--- config.mk ---
export PLATFORM = sky130hd
export DESIGN_NAME = bus_calc_top
export DESIGN_NICKNAME = d
export VERILOG_FILES = /design/src/rtl/bus_calc_pkg.sv /design/src/rtl/calc_core.sv /design/src/rtl/bus_calc_top.sv
export SDC_FILE = /design/constraint.sdc
export NUM_CORES = 2
export LEC_CHECK = 0
export CAP_MARGIN = 20
export CORE_MARGIN = 2
export CORE_UTILIZATION = 30
export CTS_CLUSTER_SIZE = 24
export DETAILED_ROUTE_END_ITERATION = 8
export MAX_ROUTING_LAYER = met4
export PLACE_DENSITY = 0.54
export SLEW_MARGIN = 20
export SYNTH_ARGS = -nofsm -noshare
export SYNTH_HDL_FRONTEND = slang
export SYNTH_HIERARCHICAL = 1
export SYNTH_SLANG_ARGS = --single-unit
--- constraint.sdc ---
create_clock -name clk -period 9.55 [get_ports clk]
set_clock_uncertainty 0.2 [all_clocks]
set_input_delay 1.4325 -clock clk [delete_from_list [all_inputs] [get_ports clk]]
set_output_delay 1.4325 -clock clk [all_outputs]
set_load 0.03 [all_outputs]
--- src/rtl/bus_calc_pkg.sv ---
// Shared constants for the bus_calc subsystem: address map,
// opcode encodings and the accelerator FSM state type.
package bus_calc_pkg;

   localparam int DATA_W     = 32;
   localparam int ADDR_W     = 8;
   localparam int MEM_DEPTH  = 32;
   localparam int MUL_CYCLES = 32;
   localparam int MEM_AW     = $clog2(MEM_DEPTH);
   localparam int CNT_W      = $clog2(MUL_CYCLES);

   // Accelerator window 0x30-0x37, selected by addr[7:3]
   localparam logic [ADDR_W-1:0] REG_BASE = 8'h30;

   localparam logic [2:0] OFF_OPA    = 3'd0;
   localparam logic [2:0] OFF_OPB    = 3'd1;
   localparam logic [2:0] OFF_OPCODE = 3'd2;
   localparam logic [2:0] OFF_START  = 3'd3;
   localparam logic [2:0] OFF_STATUS = 3'd4;
   localparam logic [2:0] OFF_RES_LO = 3'd6;
   localparam logic [2:0] OFF_RES_HI = 3'd7;

   // OPCODE[0]: operand source
   localparam logic SRC_MEM = 1'b1;

   // OPCODE[3:1]: operation
   localparam logic [2:0] OP_NOP = 3'b000;
   localparam logic [2:0] OP_ADD = 3'b001;
   localparam logic [2:0] OP_SUB = 3'b010;
   localparam logic [2:0] OP_AND = 3'b011;
   localparam logic [2:0] OP_OR  = 3'b100;
   localparam logic [2:0] OP_XOR = 3'b101;
   localparam logic [2:0] OP_MUL = 3'b110;

   typedef enum logic [2:0] {
      S_IDLE,
      S_FETCH_A,
      S_FETCH_B,
      S_EXEC,
      S_DONE
   } state_t;

endpackage

--- src/rtl/calc_core.sv ---
// ALU/multiplier accelerator: register file, FSM, shift-add
// multiplier and RAM fetch port.
// Ports: clk, reset_n (sync, active-high); i_wr_en/i_sel/i_off/
// i_wdata bus write; o_rdata register read; o_fetch,
// o_fetch_addr, i_fetch_data operand fetch master.
module calc_core
   import bus_calc_pkg::*;
(
   input  logic              clk,
   input  logic              reset_n,
   input  logic              i_wr_en,
   input  logic              i_sel,
   input  logic [2:0]        i_off,
   input  logic [DATA_W-1:0] i_wdata,
   output logic [DATA_W-1:0] o_rdata,
   output logic              o_fetch,
   output logic [MEM_AW-1:0] o_fetch_addr,
   input  logic [DATA_W-1:0] i_fetch_data
);

   state_t              r_state;
   state_t              w_next;
   logic [DATA_W-1:0]   r_opa;
   logic [DATA_W-1:0]   r_opb;
   logic [3:0]          r_opcode;
   logic [2:0]          r_op;
   logic [2*DATA_W-1:0] r_a;
   logic [DATA_W-1:0]   r_b;
   logic [2*DATA_W-1:0] r_prod;
   logic [2*DATA_W-1:0] r_result;
   logic [CNT_W-1:0]    r_cnt;
   logic                r_done;
   logic                r_busy;

   logic                w_wr;
   logic                w_start;
   logic                w_finish;
   logic [DATA_W-1:0]   w_a32;
   logic [2*DATA_W-1:0] w_prod_next;
   logic [2*DATA_W-1:0] w_alu;
   logic [DATA_W-1:0]   w_rdata;

   assign w_wr  = i_wr_en & i_sel;
   assign w_a32 = r_a[DATA_W-1:0];

   assign w_start = w_wr & (i_off == OFF_START)
                  & i_wdata[0]
                  & ((r_state == S_IDLE)
                   | (r_state == S_DONE));

   // r_a is the multiplicand (shifted left), r_b the
   // multiplier (shifted right); one partial product per cycle
   assign w_prod_next = r_prod
                      + (r_b[0] ? r_a : '0);

   assign w_finish = (r_state == S_EXEC)
                   & ((r_op != OP_MUL)
                    | (r_cnt == CNT_W'(MUL_CYCLES-1)));

   // Address fields are read out of r_a/r_b before the
   // fetched data overwrites them
   assign o_fetch = (r_state == S_FETCH_A)
                  | (r_state == S_FETCH_B);
   assign o_fetch_addr = (r_state == S_FETCH_A)
                       ? r_a[MEM_AW-1:0]
                       : r_b[MEM_AW-1:0];

   always_comb begin
      w_alu = '0;
      case (r_op)
         OP_NOP: w_alu = '0;
         OP_ADD: w_alu = {32'b0, w_a32 + r_b};
         OP_SUB: w_alu = {32'b0, w_a32 - r_b};
         OP_AND: w_alu = {32'b0, w_a32 & r_b};
         OP_OR:  w_alu = {32'b0, w_a32 | r_b};
         OP_XOR: w_alu = {32'b0, w_a32 ^ r_b};
         OP_MUL: w_alu = w_prod_next;
         default: w_alu = '0;
      endcase
   end

   always_comb begin
      w_next = r_state;
      unique case (r_state)
         S_IDLE, S_DONE:
            if (w_start)
               w_next = (r_opcode[0] == SRC_MEM)
                      ? S_FETCH_A : S_EXEC;
         S_FETCH_A: w_next = S_FETCH_B;
         S_FETCH_B: w_next = S_EXEC;
         S_EXEC:
            if (w_finish) w_next = S_DONE;
         default: w_next = S_IDLE;
      endcase
   end

   always_ff @(posedge clk) begin
      if (reset_n) r_state <= S_IDLE;
      else         r_state <= w_next;
   end

   always_ff @(posedge clk) begin
      if (reset_n) begin
         r_opa    <= '0;
         r_opb    <= '0;
         r_opcode <= '0;
         r_op     <= '0;
         r_a      <= '0;
         r_b      <= '0;
         r_prod   <= '0;
         r_result <= '0;
         r_cnt    <= '0;
         r_done   <= 1'b0;
         r_busy   <= 1'b0;
      end else begin
         if (w_wr && i_off == OFF_OPA)
            r_opa <= i_wdata;
         if (w_wr && i_off == OFF_OPB)
            r_opb <= i_wdata;
         if (w_wr && i_off == OFF_OPCODE)
            r_opcode <= i_wdata[3:0];
         if (w_wr && i_off == OFF_STATUS)
            r_done <= 1'b0;
         if (w_start) begin
            r_op   <= r_opcode[3:1];
            r_a    <= {32'b0, r_opa};
            r_b    <= r_opb;
            r_prod <= '0;
            r_cnt  <= '0;
            r_done <= 1'b0;
            r_busy <= 1'b1;
         end
         if (r_state == S_FETCH_A)
            r_a <= {32'b0, i_fetch_data};
         if (r_state == S_FETCH_B)
            r_b <= i_fetch_data;
         // Placed last so a same-edge STATUS write loses
         if (r_state == S_EXEC) begin
            if (w_finish) begin
               r_result <= w_alu;
               r_done   <= 1'b1;
               r_busy   <= 1'b0;
            end else begin
               r_prod <= w_prod_next;
               r_a    <= r_a << 1;
               r_b    <= r_b >> 1;
               r_cnt  <= r_cnt + CNT_W'(1);
            end
         end
      end
   end

   always_comb begin
      w_rdata = '0;
      case (i_off)
         OFF_OPA:    w_rdata = r_opa;
         OFF_OPB:    w_rdata = r_opb;
         OFF_OPCODE: w_rdata = {28'b0, r_opcode};
         OFF_STATUS: w_rdata = {30'b0, r_busy, r_done};
         OFF_RES_LO: w_rdata = r_result[31:0];
         OFF_RES_HI: w_rdata = r_result[63:32];
         default:    w_rdata = '0;
      endcase
   end

   assign o_rdata = w_rdata;

endmodule

--- src/rtl/bus_calc_top.sv ---
// Shared-bus subsystem: RAM, accelerator, decode and arbiter.
// Ports: clk, reset_n (sync, active-high); M_req/M_wr/M_addr/
// M_dout external master request; M_grant, M_din response.
module bus_calc_top
   import bus_calc_pkg::*;
(
   input  logic              clk,
   input  logic              reset_n,
   input  logic              M_req,
   input  logic              M_wr,
   input  logic [ADDR_W-1:0] M_addr,
   input  logic [DATA_W-1:0] M_dout,
   output logic              M_grant,
   output logic [DATA_W-1:0] M_din
);

   logic [DATA_W-1:0] r_mem [MEM_DEPTH];

   logic              w_fetch;
   logic [MEM_AW-1:0] w_fetch_addr;
   logic [DATA_W-1:0] w_fetch_data;
   logic [DATA_W-1:0] w_core_rdata;
   logic              w_ram_sel;
   logic              w_reg_sel;
   logic              w_wr;

   // Core fetch has priority over the external master
   assign M_grant = M_req & ~w_fetch & ~reset_n;
   assign w_wr    = M_req & M_grant & M_wr;

   assign w_ram_sel = M_addr < ADDR_W'(MEM_DEPTH);
   assign w_reg_sel = M_addr[ADDR_W-1:3]
                   == REG_BASE[ADDR_W-1:3];

   always_ff @(posedge clk) begin
      if (w_wr && w_ram_sel)
         r_mem[M_addr[MEM_AW-1:0]] <= M_dout;
   end

   assign w_fetch_data = r_mem[w_fetch_addr];

   calc_core u_core (
      .clk          (clk),
      .reset_n      (reset_n),
      .i_wr_en      (w_wr),
      .i_sel        (w_reg_sel),
      .i_off        (M_addr[2:0]),
      .i_wdata      (M_dout),
      .o_rdata      (w_core_rdata),
      .o_fetch      (w_fetch),
      .o_fetch_addr (w_fetch_addr),
      .i_fetch_data (w_fetch_data)
   );

   always_comb begin
      M_din = '0;
      if (M_grant && !M_wr) begin
         unique case (1'b1)
            w_ram_sel:
               M_din = r_mem[M_addr[MEM_AW-1:0]];
            w_reg_sel: M_din = w_core_rdata;
            default:   M_din = '0;
         endcase
      end
   end

endmodule

# Yosys cells after proc, flatten, opt, wreduce, memory -nomap -nowiden
# Memories as Yosys holds them, arrays and structs flattened.
# Cells that the tools add are included.
# word_totals
ff_bits	305
latch_bits	0
mem_bits_rw	1024
rom_bits	0
in_bits	44
out_inout_bits	33
word_cells	101
memories	1
# op_classes
n_addsub	4
n_mul	0
div	0
order_cmp	1
n_eq_ne	21
n_shift	0
muxes	33
n_bitwise	17
reduce_logical	12
# mem_list
name	words	width	rd	rd_clocked_by_memory_dff	wr	line_no	source
r_mem	32	32	2	0	1	bus_calc_top.sv:17	logic [DATA_W-1:0] r_mem [MEM_DEPTH];
# op_table
op	count
$mux 64	8
$pmux 64 s6	1
$pmux 32 s6	1
$mux 32	5
$add 64x64->64	1
$pmux 32 s2	1
$add 32x32->32	1
$and 32x32->32	1
$or 32x32->32	1
$sub 32x32->32	1
$xor 32x32->32	1
$eq 3x3->1 const B	7
$mux 5	4
$eq 3x2->1 const B	6
$pmux 3 s4	1
$and 1x1->1	9
$eq 3x1->1 const B	3
$mux 1	9
$lt 8x6->1 const B	1
$logic_and 1x1->1	6
$logic_not 3->1	2
$mux 3	2
$add 5x1->5 const B	1
$eq 5x3->1 const B	1
9 further kinds	14

# Longest topological paths before layout
# logic_depth
ltp_word	15
depth_mapped	22
mapped_depth_nobuf	20

# Hierarchy
# Netlist, hierarchy kept.
# modules_own_cells
mod	n_inst	cells_each	area_each_um2	seq_area_each_um2
bus_calc_top	1	2671	47620.7	30749.5
calc_core	1	2560	20360.8	6105.9

# Worst setup path after synthesis
# Ideal clock, no wire load.
# synth_path
path_kind	in2reg
from	in M_req
to	mem r_mem[16][0] (enable)
setup_ps	461
t_arrival_ps	4845
required_ps	8889
setup_slack_ps	4044
cell_stages	5
n_path_buf	1
path_cell_list	nor3b_2 nand3_1 or3_1 clkbuf_1 nor3_1
# synth_between
elab_chain_cells	7
# synth_lines
item	line_no	source
from (decl)	bus_calc_top.sv:9	input logic M_req,
$and 1x1->1 (2 in series)	bus_calc_top.sv:28	assign M_grant = M_req & ~w_fetch & ~reset_n;
$and 1x1->1 * (2 in series)	bus_calc_top.sv:29	assign w_wr = M_req & M_grant & M_wr;
$logic_and 1x1->1 *	bus_calc_top.sv:36	if (w_wr && w_ram_sel)
$mux 1 *	bus_calc_top.sv:36	
$mux 1 (not written as such) *	bus_calc_top.sv:37	r_mem[M_addr[MEM_AW-1:0]] <= M_dout;
to (decl)	bus_calc_top.sv:17	
# Mark *: on every way between the ends. The rest lies on a longest branch, timed or not.

# Worst setup path after layout
# layout_path
from	in M_addr[4]
to	out M_din[14]
# layout_between
elab_chain_cells	3
elab_cells_between_ends	5
cone_classes	order compare (1); eq/ne (1); mux (2); memory (1)
# layout_lines
item	line_no	source
from (decl)	bus_calc_top.sv:11	input logic [ADDR_W-1:0] M_addr,
$mem_v2 32x32, or another cell as far along	-	
$pmux 32 s2 *	bus_calc_top.sv:58	unique case (1'b1)
$mux 32 *	bus_calc_top.sv:57	if (M_grant && !M_wr) begin
to (decl)	bus_calc_top.sv:14	output logic [DATA_W-1:0] M_din
# Marks and branches as above.

==> metrics.csv <==
stage,metric,value,unit
synthesis,ys_seq_area_frac,0.5421,
clock_network,cts_buffers,149,
synthesis,synth-main-ff-cell,edfxtp_1,
route,wl,243200,um
floorplanning,ioPinCount,77,
synthesis,synth_area_per_cell,13.00,um^2
cells_and_area,multiInputGateArea,29160,um^2
placement,placed_area,71890,um^2
cells_and_area,nets,5384,
route,firstDrtPassIters,6,
sta,max-slew-margin-rel,0.1588,
synthesis,syn_inst,5231,
synthesis,synthAdderAreaFrac,0.03022,
cells_and_area,area_delta_synth_final,12.98,%
sta,slew_violations,0,
route,via_per_inst,5.762,
synthesis,ys.warnings.count,6,
global_route,gr-usage-all-layers,0.2109,
floorplanning,die_width,480.0,um
route,drc,0,
hold_path,hp-class,reg2reg,
synthesis,synth_compound_area_frac,0.1310,
sta,rsz0062_at_grt,no,
synthesis,synth-seq-cells,1329,
clock_network,ctsResizeCount,0,
clock_network,htreeDepth,4,
critical_path,start_kind,primary input,
critical_path,max_stage_delay,0.95,ns
clock_network,cts_tree,yes,
placement,gp_congestion,0.8910,
global_route,grt_pass1_wl,344300,um
floorplanning,die_h,480.0,um
critical_path,endpoint_kind,primary output,
critical_path,cp.required,7.92,ns
cells_and_area,regArea,36860,um^2
cells_and_area,final_design_area_no_fill,76800,um^2
route,ant_nets,0,
route,drt_iter0_markers,5815,
pwr,p_per_area,164.0,nW/um^2
sta,min_period,7.683,ns
global_route,gr-total-overflow,0,
critical_path,path_max_fanout,21,
sta,fin_setup_tns,0,ns
pwr,ir_drop,183.1,uV
critical_path,crit_family,buffers and inverters,
synthesis,yosys.area_share.xor_xnor,0.01494,
critical_path,crit_type,in2out,
clock_network,cts_max_path_buffers,3,
pwr,p_leak,26.55,nW
pwr,power,12.59,mW
critical_path,crit_path_cell_trace,"clkdlybuf4s50_1, buf_4, or4b_2, buf_4, o22ai_1, nor4_1, nand2_1, a22o_1, clkdlybuf4s50_1",
sta,worstMarginPinSlew,1.259,ns
sta,post-route-period-util,0.8045,
global_route,antenna_found_initial,19,
placement,placement.io_buffers,76,
clock_network,clk_latency,0.85,ns
cells_and_area,drive_above_1_share,0.1443,
route,vias,47780,
critical_path,timing.critical_path.buf_inv,4,
outcome,status,completed,
sta,setup_violations,0,
synthesis,synth_cell_types,112,
critical_path,cp.arrival,6.05,ns
clock_network,hold_buffers,0,
floorplanning,fp-row-count,174,
floorplanning,die_area,230400,um^2
placement,hpwl,150900,um
job,drv_cap,0,
floorplanning,core_area,225100,um^2
clock_network,clkTransAtPathRegs,0.05,ns
clock_network,cts-root-buf,clkbuf_16,
route,wl_per_cell,29.33,um
cells_and_area,fillers,21950,
synthesis,synth_top_family_by_area,multiplexers,
cells_and_area,finish.utilization,0.3412,
synthesis,netlist_area,67980,um^2
sta,fmax,130.2,MHz
synthesis,syn_nets,5438,
clock_network,cts_sinks,1329,
floorplanning,initial_core_util,0.3020,
sta,hold_viol,0,
critical_path,crit_slowest_cell,or4b_2,
clock_network,post_cts_buffers,0,
synthesis,synth-edff-count,1024,
synthesis,async_flop_share,0,
global_route,grt_max_degree,160,
synthesis,yosys.area_share.simple,0.06466,
global_route,grt_pass1_vias,46700,
synthesis,synthMuxAreaShare,0.1810,
-- routing by layer --
layer / share of wire / track usage / wire length (um) / vias up
met4: 0.048 / 0.09133 / 11690 / 0
li1: - / - / - / 20460
met3: 0.080 / 0.03555 / 19350 / 591
met2: 0.47 / 0.3349 / 114300 / 2447
met5: 0 / - / 0 / -
met1: 0.40 / 0.2650 / 97900 / 24280
-- logic make-up (layout without fill, tap and decap cells) --
group,Yosys count,count (layout)
compound gates,1266,1266
xor+xnor,116,116
fa+ha+maj,163,163
buf+inv,495,557
flops,1329,1329
mux,909,909
other cells,0,7
simple gates,953,953
-- tightest hold or removal path: cells and delay by family, from the launching register on --
family | cells | cell delay, ns
flip-flops | 1 | 0.31
AND/OR/NAND/NOR | 1 | 0.05
AO/OA/AOI/OAI | 1 | 0.05
-- cells in the mapped netlist (8+ instances only) --
cell         n  share of area
edfxtp_1  1024           0.45
mux2i_1    651          0.096
nand2_1    351          0.019
nor2_1     321          0.018
dfxtp_1    305          0.090
a21oi_1    292          0.021
mux4_2     256          0.085
o22ai_1    237          0.022
clkbuf_1   196          0.011
a22o_1     161          0.021
ha_1       161          0.030
a22oi_1    123          0.014
buf_2      120         0.0088
o21ai_0     91         0.0067
inv_1       85         0.0047
xnor2_1     82          0.011
a211oi_1    72         0.0080
nor4_1      70         0.0064
a21o_1      47         0.0052
and2_1      46         0.0042
a221oi_1    44         0.0057
buf_6       40         0.0066
xor2_1      34         0.0044
buf_4       33         0.0036
nand3_1     31         0.0023
nand4_1     25         0.0023
nor3_1      21         0.0015
o22ai_2     20         0.0037
a31oi_1     18         0.0017
o21ai_1     16         0.0012
buf_1       15        0.00083
nor2b_1     14         0.0013
a222oi_1    13         0.0019
and3_1      13         0.0012
o21a_1      13         0.0014
o21bai_1    13         0.0014
nand3b_1    10         0.0011
a21oi_2      9         0.0012
o211ai_1     9        0.00099
a221o_1      8         0.0012
nand2b_1     8        0.00074
-- final cells by class --
class | instances | share of cell area
inverters | 86 | 0.004203
flip-flops and latches | 1329 | 0.4799
clock buffers | 187 | 0.05105
clock inverters | 80 | 0.01305
well taps | 2992 | 0.04874
diodes | 7 | 0.0002281
multi-input cells | 3407 | 0.3797
repair buffers | 204 | 0.02318
-- registers in the layout (all words and copies together), names as in the netlist --
register,cells
u_core/r_cnt,5
u_core/r_b,32
u_core/r_prod,64
u_core/r_state,3
u_core/r_opa,32
u_core/r_opcode,4
r_mem,1024
u_core/r_busy,1
u_core/r_a,64
u_core/r_opb,32
u_core/r_done,1
u_core/r_result,64
u_core/r_op,3
-- cells in the final DEF (no fill, tap or decap), types with 13 or more instances in the layout --
master           Yosys  layout
o21ai_1             16      16
nand2_1            351     350
xnor2_1             82      82
mux2i_1            651     651
a222oi_1            13      13
a21oi_1            292     292
clkbuf_16            0     149
o21ai_0             91      87
xor2_1              34      34
nand4_1             25      25
ha_1               161     161
a211oi_1            72      72
buf_2              120      16
clkbuf_1           196      33
and2_1              46      44
a21o_1              47      47
o21a_1              13      13
clkinv_2             0      21
mux4_2             256     256
nor2_1             321     291
dfxtp_1            305     304
nor2_4               0      28
o22ai_2             20      20
inv_1               85      85
edfxtp_1          1024    1024
buf_4               33     116
a31oi_1             18      18
o22ai_1            237     237
clkdlybuf4s50_1      0      58
a22oi_1            123     123
o21bai_1            13      13
nand3_1             31      31
clkinv_1             1      23
a22o_1             161     161
and3_1              13      13
nor4_1              70      69
a221oi_1            44      44
-- final timing paths --
path / slack [ns] / cells past startpoint / to / start
max reg2reg: 4.05 / 13 / u_core/r_a[28] / u_core/r_state[0]
max: 1.87 / 9 / M_din[14] / M_addr[4]
min reg2reg: 0.26 / 2 / u_core/r_prod[62] / u_core/r_prod[62]
min: 0.26 / 2 / u_core/r_prod[62] / u_core/r_prod[62]
-- through the flow --
stage	setup WS (ns)	std cells	hold slack, ns
finish	1.867	8292	0.2561
detailed placement	1.987	8018	0.2479
global placement	1.844	8016	0.2332
global route	1.946	8292	0.2844
floorplan	4.044	5231	0.2212
CTS	1.976	8285	0.2597
-- power by group --
part / internal, mW / switching (mW) / leakage, nW / total (mW)
Clock: 3.28 / 2.53 / 2.37 / 5.81
Sequential: 6.22 / 0.00147 / 11.7 / 6.22
Combinational: 0.177 / 0.383 / 12.5 / 0.560
No activity file was read; power rests on OpenSTA's default activity.
